**config.mk**
```make
export PLATFORM = sky130hd
export DESIGN_NAME = ifid_pipe_buf_flat
export DESIGN_NICKNAME = d
export VERILOG_FILES = /design/src/rtl/ifid_pipe_buf_if.sv /design/src/rtl/ifid_pipe_buf.sv /design/src/flat_wrapper.sv
export SDC_FILE = /design/constraint.sdc
export NUM_CORES = 1
export LEC_CHECK = 0
export BUFFER_PORTS_ARGS = -buffer_cell sky130_fd_sc_hd__buf_2
export CAP_MARGIN = 10
export CORE_ASPECT_RATIO = 0.7
export CORE_MARGIN = 2
export CORE_UTILIZATION = 45
export DETAILED_ROUTE_END_ITERATION = 8
export PLACE_DENSITY = 0.72
export SETUP_SLACK_MARGIN = 0.05
export SYNTH_ARGS = -nofsm -noshare
export SYNTH_HDL_FRONTEND = slang
export SYNTH_SLANG_ARGS = --single-unit
```
**constraint.sdc**
```tcl
create_clock -name clk -period 10.3 [get_ports clk]
set_input_delay 0.515 -clock clk [delete_from_list [all_inputs] [get_ports clk]]
set_output_delay 0.515 -clock clk [all_outputs]
set_load 0.02 [all_outputs]
```
**src/rtl/ifid_pipe_buf_if.sv**
```systemverilog
// Fetch/decode handshake bundle for ifid_pipe_buf.
// master: the surrounding pipeline (fetch offers, decode consumes); slave: the buffer.
interface ifid_pipe_buf_if #(
  parameter int PC_W   = 32,
  parameter int INST_W = 32
);
  logic              if_valid;
  logic              if_ready;
  logic [PC_W-1:0]   if_pc;
  logic [INST_W-1:0] if_inst;
  logic              id_valid;
  logic              id_ready;
  logic [PC_W-1:0]   id_pc;
  logic [INST_W-1:0] id_inst;

  modport master (
    output if_valid, if_pc, if_inst, id_ready,
    input  if_ready, id_valid, id_pc, id_inst
  );

  modport slave (
    input  if_valid, if_pc, if_inst, id_ready,
    output if_ready, id_valid, id_pc, id_inst
  );
endinterface

```
**src/rtl/ifid_pipe_buf.sv**
```systemverilog
// In-order {pc, inst} FIFO between fetch and decode with flush and optional
// decode back-pressure counter (enabled by defining IFID_STALL_CNT_EN).
module ifid_pipe_buf #(
  parameter int PC_W   = 32,
  parameter int INST_W = 32,
  parameter int DEPTH  = 2
) (
  input  logic                     clk,
  input  logic                     rst,
  ifid_pipe_buf_if.slave           bus,
  input  logic                     flush,
  output logic [$clog2(DEPTH):0]   occupancy,
  output logic [31:0]              stall_cnt
);
  localparam int AW = $clog2(DEPTH);

  logic [PC_W-1:0]   pc_mem   [DEPTH];
  logic [INST_W-1:0] inst_mem [DEPTH];
  logic [AW-1:0]     wr_ptr;
  logic [AW-1:0]     rd_ptr;
  logic [AW:0]       count;
  logic              push;
  logic              pop;

  assign bus.if_ready = (count < (AW+1)'(DEPTH));
  assign bus.id_valid = (count != '0);
  assign occupancy    = count;

  assign push = bus.if_valid && bus.if_ready && !flush;
  assign pop  = bus.id_valid && bus.id_ready && !flush;

  // DEPTH is a power of two, so pointer increments wrap without an explicit compare.
  always_ff @(posedge clk or posedge rst) begin
    if (rst) begin
      wr_ptr <= '0;
      rd_ptr <= '0;
      count  <= '0;
    end else if (flush) begin
      wr_ptr <= '0;
      rd_ptr <= '0;
      count  <= '0;
    end else begin
      if (push) wr_ptr <= wr_ptr + 1'b1;
      if (pop)  rd_ptr <= rd_ptr + 1'b1;
      case ({push, pop})
        2'b10:   count <= count + 1'b1;
        2'b01:   count <= count - 1'b1;
        default: count <= count;
      endcase
    end
  end

  always_ff @(posedge clk) begin
    if (push) begin
      pc_mem[wr_ptr]   <= bus.if_pc;
      inst_mem[wr_ptr] <= bus.if_inst;
    end
  end

  // Storage is unreset; an empty buffer presents zeros (nop) instead.
  assign bus.id_pc   = bus.id_valid ? pc_mem[rd_ptr]   : '0;
  assign bus.id_inst = bus.id_valid ? inst_mem[rd_ptr] : '0;

`ifdef IFID_STALL_CNT_EN
  always_ff @(posedge clk or posedge rst) begin
    if (rst) begin
      stall_cnt <= '0;
    end else if (bus.id_valid && !bus.id_ready && !flush && (stall_cnt != '1)) begin
      stall_cnt <= stall_cnt + 32'd1;
    end
  end
`else
  assign stall_cnt = '0;
`endif

endmodule

```
**src/flat_wrapper.sv**
```systemverilog
// flat-port wrapper written by rule: the top's interface ports become plain ports
module ifid_pipe_buf_flat 
#(
  parameter int PC_W   = 32,
  parameter int INST_W = 32,
  parameter int DEPTH  = 2
)
  (clk, rst, flush, occupancy, stall_cnt, bus_if_valid, bus_if_pc, bus_if_inst, bus_id_ready, bus_if_ready, bus_id_valid, bus_id_pc, bus_id_inst);
  ifid_pipe_buf_if #(.PC_W(PC_W), .INST_W(INST_W)) bus_i ();
  input  logic clk;
  input  logic rst;
  input  logic flush;
  output logic [$clog2(DEPTH):0] occupancy;
  output logic [31:0] stall_cnt;
  input wire logic [$bits(bus_i.if_valid)-1:0] bus_if_valid;
  input wire logic [$bits(bus_i.if_pc)-1:0] bus_if_pc;
  input wire logic [$bits(bus_i.if_inst)-1:0] bus_if_inst;
  input wire logic [$bits(bus_i.id_ready)-1:0] bus_id_ready;
  output wire logic [$bits(bus_i.if_ready)-1:0] bus_if_ready;
  output wire logic [$bits(bus_i.id_valid)-1:0] bus_id_valid;
  output wire logic [$bits(bus_i.id_pc)-1:0] bus_id_pc;
  output wire logic [$bits(bus_i.id_inst)-1:0] bus_id_inst;
  assign bus_i.if_valid = bus_if_valid;
  assign bus_i.if_pc = bus_if_pc;
  assign bus_i.if_inst = bus_if_inst;
  assign bus_i.id_ready = bus_id_ready;
  assign bus_if_ready = bus_i.if_ready;
  assign bus_id_valid = bus_i.id_valid;
  assign bus_id_pc = bus_i.id_pc;
  assign bus_id_inst = bus_i.id_inst;
  ifid_pipe_buf #(.PC_W(PC_W), .INST_W(INST_W), .DEPTH(DEPTH)) u_core (.clk(clk), .rst(rst), .bus(bus_i), .flush(flush), .occupancy(occupancy), .stall_cnt(stall_cnt));
endmodule
```
# Word-level counts from Yosys, hierarchy flattened
# Memory sizes are Yosys's and may differ from the RTL's.
# Index checks and enable logic that the tools add are counted.
# word_totals
romBits,0
latch_bits,0
memories,2
ff_bits,4
input_bits,69
mem_bits_rw,128
out_inout_bits,100
wordCells,31
# mem_list
memory,words,width,rd,rd_clocked_by_memory_dff,write_ports,line_no,text
u_core.inst_mem,2,32,1,0,1,ifid_pipe_buf.sv:18,logic [INST_W-1:0] inst_mem [DEPTH];
u_core.pc_mem,2,32,1,0,1,ifid_pipe_buf.sv:17,logic [PC_W-1:0] pc_mem [DEPTH];
# op_classes
eq_ne,2
order_cmp,1
bitwise,0
multipliers,0
n_div,0
n_reduce_logical,9
mux,10
shifts,0
add_sub_neg,4
# ops
operator,count
$mux 32,2
$mux 1,6
$reduce_bool 2->1,3
$logic_and 1x1->1,4
$pmux 2 s2,1
$reduce_bool 3->1,1
$add 1x1->1 const B,2
$add 2x1->2 const B,1
$eq 2x1->1 const B,1
$eq 2x2->1 const B,1
$lt 2x2->1 const B,1
$mux 2,1
$sub 2x1->2 const B,1
$logic_not 1->1,1

# Logic depth before layout (Yosys ltp)
# Gate-level depths: netlist (run 1).
# depth
ltp_word,6
mapped_depth,4
depth_no_buf,3

# Worst setup path after synthesis (run 1)
# OpenSTA, ideal clock, no wires.
# synth_timing
kind,reg2reg
startpoint,"register u_core.count[1], in the netlist u_core.occupancy[1]"
endpoint,memory u_core.inst_mem[1][0] (enable)
path_buffers,0
t_arrival_ns,5.344
t_required_ns,9.722
period_less_slack_ns,5.922
setup_ns,0.578
path_slack_ns,4.378
path_stages_with_launch,3
cell_sequence,dfrtp_1 nand2b_4 nor3b_1
# synth_via
elab_chain_len,5
# synth_lines
item,line_no,text
"start, declared",ifid_pipe_buf.sv:21,logic [AW:0] count;
"start signal, assigned",ifid_pipe_buf.sv:46,2'b10: count <= count + 1'b1;
"start signal, assigned",ifid_pipe_buf.sv:47,2'b01: count <= count - 1'b1;
"start signal, assigned",ifid_pipe_buf.sv:48,default: count <= count;
$lt 2x2->1,ifid_pipe_buf.sv:25,assign bus.if_ready = (count < (AW+1)'(DEPTH));
$logic_and 1x1->1 (2 in a row),ifid_pipe_buf.sv:29,assign push = bus.if_valid && bus.if_ready && !flush;
$mux 1,ifid_pipe_buf.sv:54,if (push) begin
$mux 1 (not written as such),ifid_pipe_buf.sv:56,inst_mem[wr_ptr] <= bus.if_inst;
"end, declared",ifid_pipe_buf.sv:18,
# No other way between the ends.

# Worst setup path in the final report (run 1)
# layout_timing
startpoint,register u_core.rd_ptr
endpoint,output bus_id_inst[26]
# layout_via
elab_chain_len,2
# layout_lines
item,line_no,text
"start, declared",ifid_pipe_buf.sv:20,logic [AW-1:0] rd_ptr;
"start signal, assigned",ifid_pipe_buf.sv:44,if (pop) rd_ptr <= rd_ptr + 1'b1;
$mem_v2 2x32,n/a,
$mux 32,ifid_pipe_buf.sv:62,assign bus.id_inst = bus.id_valid ? inst_mem[rd_ptr] : '0;
"end, declared",flat_wrapper.sv:22,output wire logic [$bits(bus_i.id_inst)-1:0] bus_id_inst;
# No other way between the ends.

==> results_dict.tcl, run 1 <==
set metrics [dict create \
    status "finished, final reports clean" \
    fin_cells 640 \
    antenna_found_initial 2 \
    max_cap_viol_count 0 \
    timing.slew.headroom_pct 23.82 \
    drtIter0Drc 151 \
    synth_cell_types 21 \
    grt_max_degree 66 \
    cts.sinks 132 \
    ios 169 \
    postRouteAntennaNets 0 \
    place_area_mm2 0.006005 \
    wl_um 9177 \
    rr_endpoint "u_core.inst_mem[1][21]$_DFFE_PP_" \
    min_period_ps 2696 \
    syn_area_per_cell_um2 16.41 \
    grt_pass1_wl_um 13730 \
    num_rows 33 \
    die_w_um 134.3 \
    r2r_cells 3 \
    final_cell_mix "136 x buf_2, 128 x edfxtp_1, 67 x nor2_1, 64 x mux2i_1, 32 x conb_1" \
    via_per_inst 4.617 \
    power.share.switching_pct 21.81 \
    drc 0 \
    crit_fanout 65 \
    setup-tns-final_ps 0 \
    grt.total_usage_pct 14.43 \
    grt_overflow 0 \
    globalplace.congestion 0.8047 \
    antenna_cells 0 \
    cts_tree "done" \
    seqPwrFrac_pct 46.5 \
    clock_latency_ps 400 \
    area_growth_pct 23.56 \
    p_clk_share_pct 44.2 \
    core_area_mm2 0.01164 \
    whs_ps 298.4 \
    r2r-start "u_core.occupancy[1]$_DFFE_PP0P_" \
    startpoint "u_core.rd_ptr$_DFFE_PP0P_" \
    fin_nets 541 \
    critPathCapture "bus_id_inst[26]" \
    worstSetupPathType "flop to primary output" \
    worstPathRequired_ps 9790 \
    dp_cells 609 \
    layout-drive-gt1-share_pct 36.23 \
    yosysWarnings 0 \
    slew_viol_final 0 \
    end_kind "primary output" \
    grt_pass1_vias 2803 \
    period_share_pct 26.18 \
    first_pass_iters 4 \
    rsz0062_at_grt "false" \
    clockRootBuffer "clkbuf_16" \
    tightest_slew_ps 1143 \
    timing.final.hold_violations 0 \
    min_path_type "input port to flop" \
    dp_hpwl_um 5775 \
    switchingPower_uw 295.6 \
    synthCells 326 \
    synth_seq_area_share_pct 73.73 \
    fmax_mhz 370.9 \
    p_leak_nw 2.593 \
    die_area_mm2 0.01279 \
    power.internal_mw 1.060 \
    finClkSkew_ps 5.173 \
    clkTransAtPathRegs_ps 60 \
    yosys_register_bits 132 \
    worst-r2r-setup-slack_ps 8580 \
    ir_drop_v 0.0001132 \
    vias 2955 \
    mostFrequentLayoutCell "buf_2" \
    port_buffers 136 \
    initial_core_util_pct 45.94 \
    h-tree-depth 4 \
    numCtsBuffers 17 \
    setup_viol 0 \
    powerDensity_mw_per_mm2 205.1 \
    cts_buffer_depth 2 \
    arrival_ps 2180 \
    power_frac_comb_pct 9.2 \
    die_y_um 95.22 \
    wl_per_cell_um 14.34 \
    start_kind "flop" \
    final_area_mm2 0.006609 \
    syn-cell-area_mm2 0.005349 \
]
-- layout make-up --
class | instances | area (um2)
Fill cell | 931 | 5035
Sequential cell | 132 | 3948
Multi-Input combinational cell | 176 | 1131
Timing Repair Buffer | 142 | 728.2
Clock buffer | 19 | 432.9
Tap cell | 157 | 196.4
Clock inverter | 11 | 161.4
Inverter | 3 | 11.26
-- per-stage QoR --
stage / power [mW] / util (%) / setup slack, ps
2_1_floorplan: 0.7382 / - / 4378
3_3_place_gp: 0.7653 / 51.57 / 8002
3_5_place_dp: 0.7685 / 51.57 / 7995
4_1_cts: 1.372 / 56.76 / 7554
5_1_grt: 1.406 / 56.76 / 7460
6_report: 1.356 / 56.76 / 7604
-- what timing repair did --
item,in CTS,in global routing
hold buffers,1,0
hold endpoints to repair,4,0
gates resized for setup,0,0
setup buffers,0,0
-- power groups by stage --
stage	Sequential (mW)	Clock (mW)	Combinational (mW)
floorplan	0.634	0	0.105
global placement	0.641	0	0.124
detailed placement	0.642	0	0.126
CTS	0.631	0.614	0.127
global route	0.633	0.636	0.137
finish	0.631	0.599	0.125
-- synthesized netlist by cell type --
cell / instances / area, um2
nor2_1: 68 / 255.2
buf_2: 6 / 30.03
inv_1: 2 / 7.510
o21ai_0: 2 / 10.01
buf_4: 34 / 255.2
nor3_1: 1 / 5.000
edfxtp_1: 128 / 3844
a21oi_1: 1 / 5.000
nor2b_2: 1 / 8.760
inv_2: 1 / 3.750
mux2i_1: 64 / 640.6
nand2b_4: 1 / 13.76
buf_6: 1 / 11.26
conb_1: 1 / 3.750
dfrtp_1: 4 / 100.1
buf_12: 5 / 100.1
xor2_1: 2 / 17.52
nor3b_1: 1 / 7.510
nor2b_1: 1 / 6.260
mux2_4: 1 / 15.01
a2bb2oi_1: 1 / 8.760
-- routing by layer --
metal  vias up  GRT usage, %  share of wire (%)  wire (um)
met5         -             0               0.12         11
met4         2         6.754                1.2        111
met3        15         5.795                8.9        818
met2       130         22.66                 46       4238
met1      1401         17.72                 44       3997
li1       1407             -                  -          -
-- kinds of logic (layout without fill, tap and decap cells) --
logic type / Yosys count / count (layout) / share of synthesized area, %
other cells: 1 / 32 / 0.07011
flops: 132 / 132 / 73.73
xor+xnor: 2 / 2 / 0.3275
compound gates: 4 / 4 / 0.4444
buf+inv: 49 / 175 / 7.626
mux: 65 / 65 / 12.26
simple gates: 73 / 73 / 5.544
-- how the worst min path moves through the flow --
| stage | start | endpoint | cells past startpoint |
|---|---|---|---|
| after floorplan | rst | u_core.occupancy[0]$_DFFE_PP0P_ | 1 |
| after global placement | rst | u_core.occupancy[1]$_DFFE_PP0P_ | 2 |
| after detailed placement | rst | u_core.occupancy[1]$_DFFE_PP0P_ | 2 |
| after CTS | bus_if_inst[3] | u_core.inst_mem[0][3]$_DFFE_PP_ | 1 |
| after global routing | bus_if_inst[5] | u_core.inst_mem[1][5]$_DFFE_PP_ | 1 |
| final | bus_if_inst[6] | u_core.inst_mem[0][6]$_DFFE_PP_ | 1 |
-- state kept, by name, summed over array words and instances, names as in the netlist --
register          flops
u_core.inst_mem      64
u_core.occupancy      2
u_core.pc_mem        64
u_core.rd_ptr         1
u_core.wr_ptr         1
-- critical path, stage by stage (launching register included) --
cell     delay, ps
dfrtp_4       1190
mux2i_1        180
nor2_1         180
buf_2          200
Note: power is estimated with default switching activity, not from simulation.
==> run 2: changes to the inputs <==
Settings changed: PLACE_DENSITY 0.72 to 0.75.
Clock period 10.3 ns to 2.3 ns, I/O delays scaled along.
==> run 2 against run 1 <==
Net effect: worst setup slack lost 7300 ps; cell count grew 11%; highest routed layer is now met4; critical path depth up 1; worst hold slack got worse by 260 ps.
==> results_dict.tcl, run 2 (same netlist as run 1, synthesis figures left out) <==
set metrics [dict create \
    status "finished, final reports clean" \
    rsz0062_at_grt "false" \
    cts_buffer_depth 2 \
    max_cap_viol_count 0 \
    initial_core_util_pct 45.94 \
    fmax_mhz 497.4 \
    h-tree-depth 4 \
    via_per_inst 4.522 \
    area_growth_pct 36.87 \
    cp.depth 4 \
    cp_num_buf_inv 2 \
    arrival_ps 1900 \
    globalplace.congestion 0.7914 \
    min_path_type "input port to flop" \
    clkTransAtPathRegs_ps 50 \
    cp_top_family "flip-flops" \
    worstPathRequired_ps 2180 \
    place_ws_ps 685.9 \
    crit_fanout 23 \
    post_cts_buffers 0 \
    cts.sinks 132 \
    crit_chain "buf_4 -> mux2i_1 -> nor2_1 -> buf_2" \
    worst-r2r-setup-slack_ps 700 \
    dr.max_layer_used "met4" \
    slew_viol_final 0 \
    clock_latency_ps 400 \
    dp_hpwl_um 5925 \
    startpoint "u_core.rd_ptr$_DFFE_PP0P_" \
    wl_um 10560 \
    r2r-start "u_core.occupancy[1]$_DFFE_PP0P_" \
    drc 0 \
    die_area_mm2 0.01279 \
    drtIter0Drc 140 \
    clockRootBuffer "clkbuf_16" \
    r2r_cells 3 \
    start_kind "flop" \
    end_kind "primary output" \
    cts_tree "done" \
    ir_drop_v 0.0005706 \
    postRouteAntennaNets 0 \
    min_period_ps 2010 \
    fin_ws_ps 289.7 \
    period_share_pct 87.40 \
    route.met2.wl_um 5414 \
    antenna_cells 0 \
    slowest_stage "dfrtp_4" \
    grt.total_usage_pct 17.43 \
    critPathCapture "bus_id_pc[24]" \
    whs_path_depth 3 \
    fin_nets 608 \
    p_leak_nw 2.884 \
    grt_pass1_wl_um 16440 \
    rr_endpoint "u_core.inst_mem[0][25]$_DFFE_PP_" \
    setup_viol 0 \
    grt_pass1_vias 3341 \
    core_area_mm2 0.01164 \
    wl_met3_um 694 \
    finClkSkew_ps 5.068 \
    timing.final.hold_violations 0 \
    numCtsBuffers 17 \
    ios 169 \
    grt_max_degree 66 \
    powerDensity_mw_per_mm2 837.3 \
    slowest_delay_ps 720 \
    grt_overflow 0 \
    drt-met1-wl_um 4377 \
    die_y_um 95.22 \
    antenna_found_initial 0 \
    first_pass_iters 6 \
    layout-drive-gt1-share_pct 32.25 \
    mostFrequentLayoutCell "buf_2" \
    num_rows 33 \
    vias 3206 \
    port_buffers 136 \
    die_w_um 134.3 \
    final_cell_mix "136 x buf_2, 128 x edfxtp_1, 67 x nor2_1, 66 x dlygate4sd3_1, 64 x mux2i_1" \
    worstSetupPathType "flop to primary output" \
    totalPowerFinal_mw 6.130 \
    wl_per_cell_um 14.90 \
]
[run 2: repair_timing]
item                                   in CTS  in global routing
gates resized for setup                     0                  0
hold buffers                               66                  0
endpoints found under the hold margin     136                  0
[run 2: worst min-delay path by stage]
| stage | slack [ps] | endpoint | startpoint |
|---|---|---|---|
| finish | 40 | u_core.occupancy[1]$_DFFE_PP0P_ | bus_if_valid |
| global route | 70 | u_core.occupancy[1]$_DFFE_PP0P_ | bus_if_valid |
| CTS | 30 | u_core.occupancy[1]$_DFFE_PP0P_ | bus_if_valid |
| floorplan | -120 | u_core.occupancy[0]$_DFFE_PP0P_ | rst |
| global placement | 0.9 | u_core.occupancy[0]$_DFFE_PP0P_ | rst |
| detailed placement | 7 | u_core.wr_ptr$_DFFE_PP0P_ | rst |
[run 2: per-stage QoR]
| step | cell area [um2] | instances | hold slack, ps | TNS (ps) | util, % |
|---|---|---|---|---|---|
| floorplan | 5489 | 357 | -119.0 | -47160 | - |
| global placement | 6083 | 611 | 0.9118 | 0 | 52.25 |
| detailed placement | 6083 | 611 | 6.979 | 0 | 52.25 |
| CTS | 7321 | 709 | 25.26 | 0 | 62.87 |
| global route | 7321 | 709 | 66.82 | 0 | 62.87 |
| finish | 7321 | 709 | 42.46 | 0 | 62.87 |
[run 2: worst min-delay path, cell delays in order]
cell and delay [ps]:
buf_2 120, a2bb2oi_1 60, nor2_1 90
[run 2: per-layer routing]
layer | track usage (%) | vias to the layer above
met5 | 0 | -
li1 | - | 1543
met1 | 20.08 | 1524
met3 | 6.645 | 9
met2 | 30.61 | 130
met4 | 5.351 | 0
[run 2: layout make-up]
cell class	count	area (um2)
flip-flops and latches	132	3949
well taps	157	196.4
clock buffers	22	444.2
multi-input cells	176	1144
repair buffers	209	1444
fillers	872	4323
inverters	3	11.26
clock inverters	10	132.6
[run 2: where the power goes]
group,internal [mW],switching (mW),leakage (nW)
Sequential,2.75,0.0460,1.22
Combinational,0.291,0.411,1.38
Clock,1.70,0.932,0.276
==> run 3: changes to the inputs <==
==> constraint.sdc (replaced) <==
create_clock -name clk -period 2.3 [get_ports clk]
set_input_delay 0.46 -clock clk [delete_from_list [all_inputs] [get_ports clk]]
set_output_delay 0.46 -clock clk [all_outputs]
set_load 0.02 [all_outputs]
==> run 3 against run 2 <==
Net effect: sequential cell count is the same; sequential power is essentially flat; worst hold slack gained 200 ps; utilization shrank 5.1 points; cell area shrank 8.0%; critical path depth is the same; total power grew 2.7%; first-iteration DRC count shrank 17%; routed wire length shrank 6.9%; clock power grew 9.5%.
==> results_dict.tcl, run 3 (same netlist as run 1, synthesis figures left out) <==
set metrics [dict create \
    grt_util_met2_pct 26.87 \
    wl_per_cell_um 15.28 \
    slowest_delay_ps 420 \
    crit_fanout 50 \
    met3_usage_pct 5.901 \
    place_area_mm2 0.006083 \
    grt.total_usage_pct 15.84 \
    crit_chain "buf_12 -> mux2i_1 -> nor2_1 -> buf_2" \
    rsz0062_at_grt "false" \
    layout-drive-gt1-share_pct 36.96 \
    num_rows 33 \
    cts_buffer_depth 2 \
    cts.sinks 132 \
    place_ws_ps 580.5 \
    grt_busiest_layer "met2" \
    slowest_stage "dfrtp_4" \
    fin_nets 543 \
    period_share_pct 93.00 \
    powerDensity_mw_per_mm2 934.8 \
    die_w_um 134.3 \
    mostFrequentLayoutCell "buf_2" \
    worstPathRequired_ps 1840 \
    ir_drop_v 0.0004776 \
    antenna_found_initial 0 \
    cts_tree "done" \
    fmax_mhz 467.5 \
    h-tree-depth 4 \
    port_buffers 136 \
    setup_viol 0 \
    cp_top_family "buffers and inverters" \
    die_area_mm2 0.01279 \
    start_kind "flop" \
    numCtsBuffers 17 \
    initial_core_util_pct 45.94 \
    wl_um 9840 \
    fin_cells 644 \
    clockRootBuffer "clkbuf_16" \
    antenna_cells 0 \
    grt_pass1_vias 3048 \
    status "finished, final reports clean" \
    dp_cells 611 \
    clkTransAtPathRegs_ps 60 \
    drc 0 \
    grt_pass1_wl_um 15020 \
    ios 169 \
    end_kind "primary output" \
    min_period_ps 2139 \
    use_met1_pct 18.95 \
    fin_ws_ps 160.9 \
    clock_latency_ps 410 \
    arrival_ps 1680 \
    via_per_inst 4.699 \
    cp_num_buf_inv 2 \
    grt_overflow 0 \
    area_growth_pct 25.85 \
    timing.final.hold_violations 0 \
    vias 3026 \
    dp_hpwl_um 6172 \
    core_area_mm2 0.01164 \
    max_cap_viol_count 0 \
    worstSetupPathType "flop to primary output" \
    final_cell_mix "136 x buf_2, 128 x edfxtp_1, 67 x nor2_1, 64 x mux2i_1, 32 x conb_1" \
    final_area_mm2 0.006731 \
    grt_max_degree 66 \
    whs_ps 239.0 \
    finClkSkew_ps 9.009 \
    first_pass_iters 4 \
    slew_viol_final 0 \
    globalplace.congestion 0.7270 \
    post_cts_resize_count 0 \
    postRouteAntennaNets 0 \
    drtIter0Drc 116 \
    min_path_type "input port to flop" \
    die_y_um 95.22 \
    p_leak_nw 2.645 \
]
## run 3: cell count changes in the layout (fill, tap and decap cells not counted)
cell / change
bufinv_16: +2
clkbuf_1: -4
clkinv_1: +2
clkinv_2: -2
clkinv_4: +2
clkinvlp_4: -1
dlygate4sd3_1: -65
inv_6: +1
## run 3: repair_timing
item / 4_1_cts / 5_1_grt
hold buffers: 1 / 0
buffers inserted: 0 / 0
endpoints found under the hold margin: 4 / 0
## run 3: stage by stage
step	util (%)	TNS, ps	total power, mW
2_1_floorplan	-	-47160	3.300
5_1_grt	57.81	0	6.519
3_3_place_gp	52.25	0	3.447
4_1_cts	57.81	0	6.362
6_report	57.81	0	6.293
3_5_place_dp	52.25	0	3.466
## run 3: metal layers
metal	routed length [um]	share of wire, %
met5	0	0
met4	109	1.1
met3	771	7.8
met2	4760	48
met1	4199	43
## run 3: final timing paths
| kind | start | depth (start not counted) | endpoint | slack, ps |
|---|---|---|---|---|
| worst min register to register | u_core.wr_ptr$_DFFE_PP0P_ | 2 | u_core.wr_ptr$_DFFE_PP0P_ | 650 |
| min in group asynchronous | rst | 3 | u_core.occupancy[1]$_DFFE_PP0P_ | 490 |
| worst max register to register | u_core.occupancy[1]$_DFFE_PP0P_ | 3 | u_core.inst_mem[1][27]$_DFFE_PP_ | 680 |
| max in group asynchronous | rst | 3 | u_core.rd_ptr$_DFFE_PP0P_ | 1640 |
| worst max-delay path | u_core.rd_ptr$_DFFE_PP0P_ | 4 | bus_id_inst[28] | 160 |
| worst min-delay path | bus_if_pc[16] | 1 | u_core.pc_mem[1][16]$_DFFE_PP_ | 240 |
## run 3: layout make-up
type                       count  area (um2)
sequential                   132        3949
fill                         949        4912
inverter                       3       11.26
timing repair buffer         144       793.3
clock inverter                14       209.0
tap                          157       196.4
clock buffer                  18       429.2
multi-input combinational    176        1144
## run 3: report_power, final
part / switching (mW) / internal [mW]
Sequential: 0.0291 / 2.75
Clock: 0.965 / 1.92
Combinational: 0.410 / 0.218
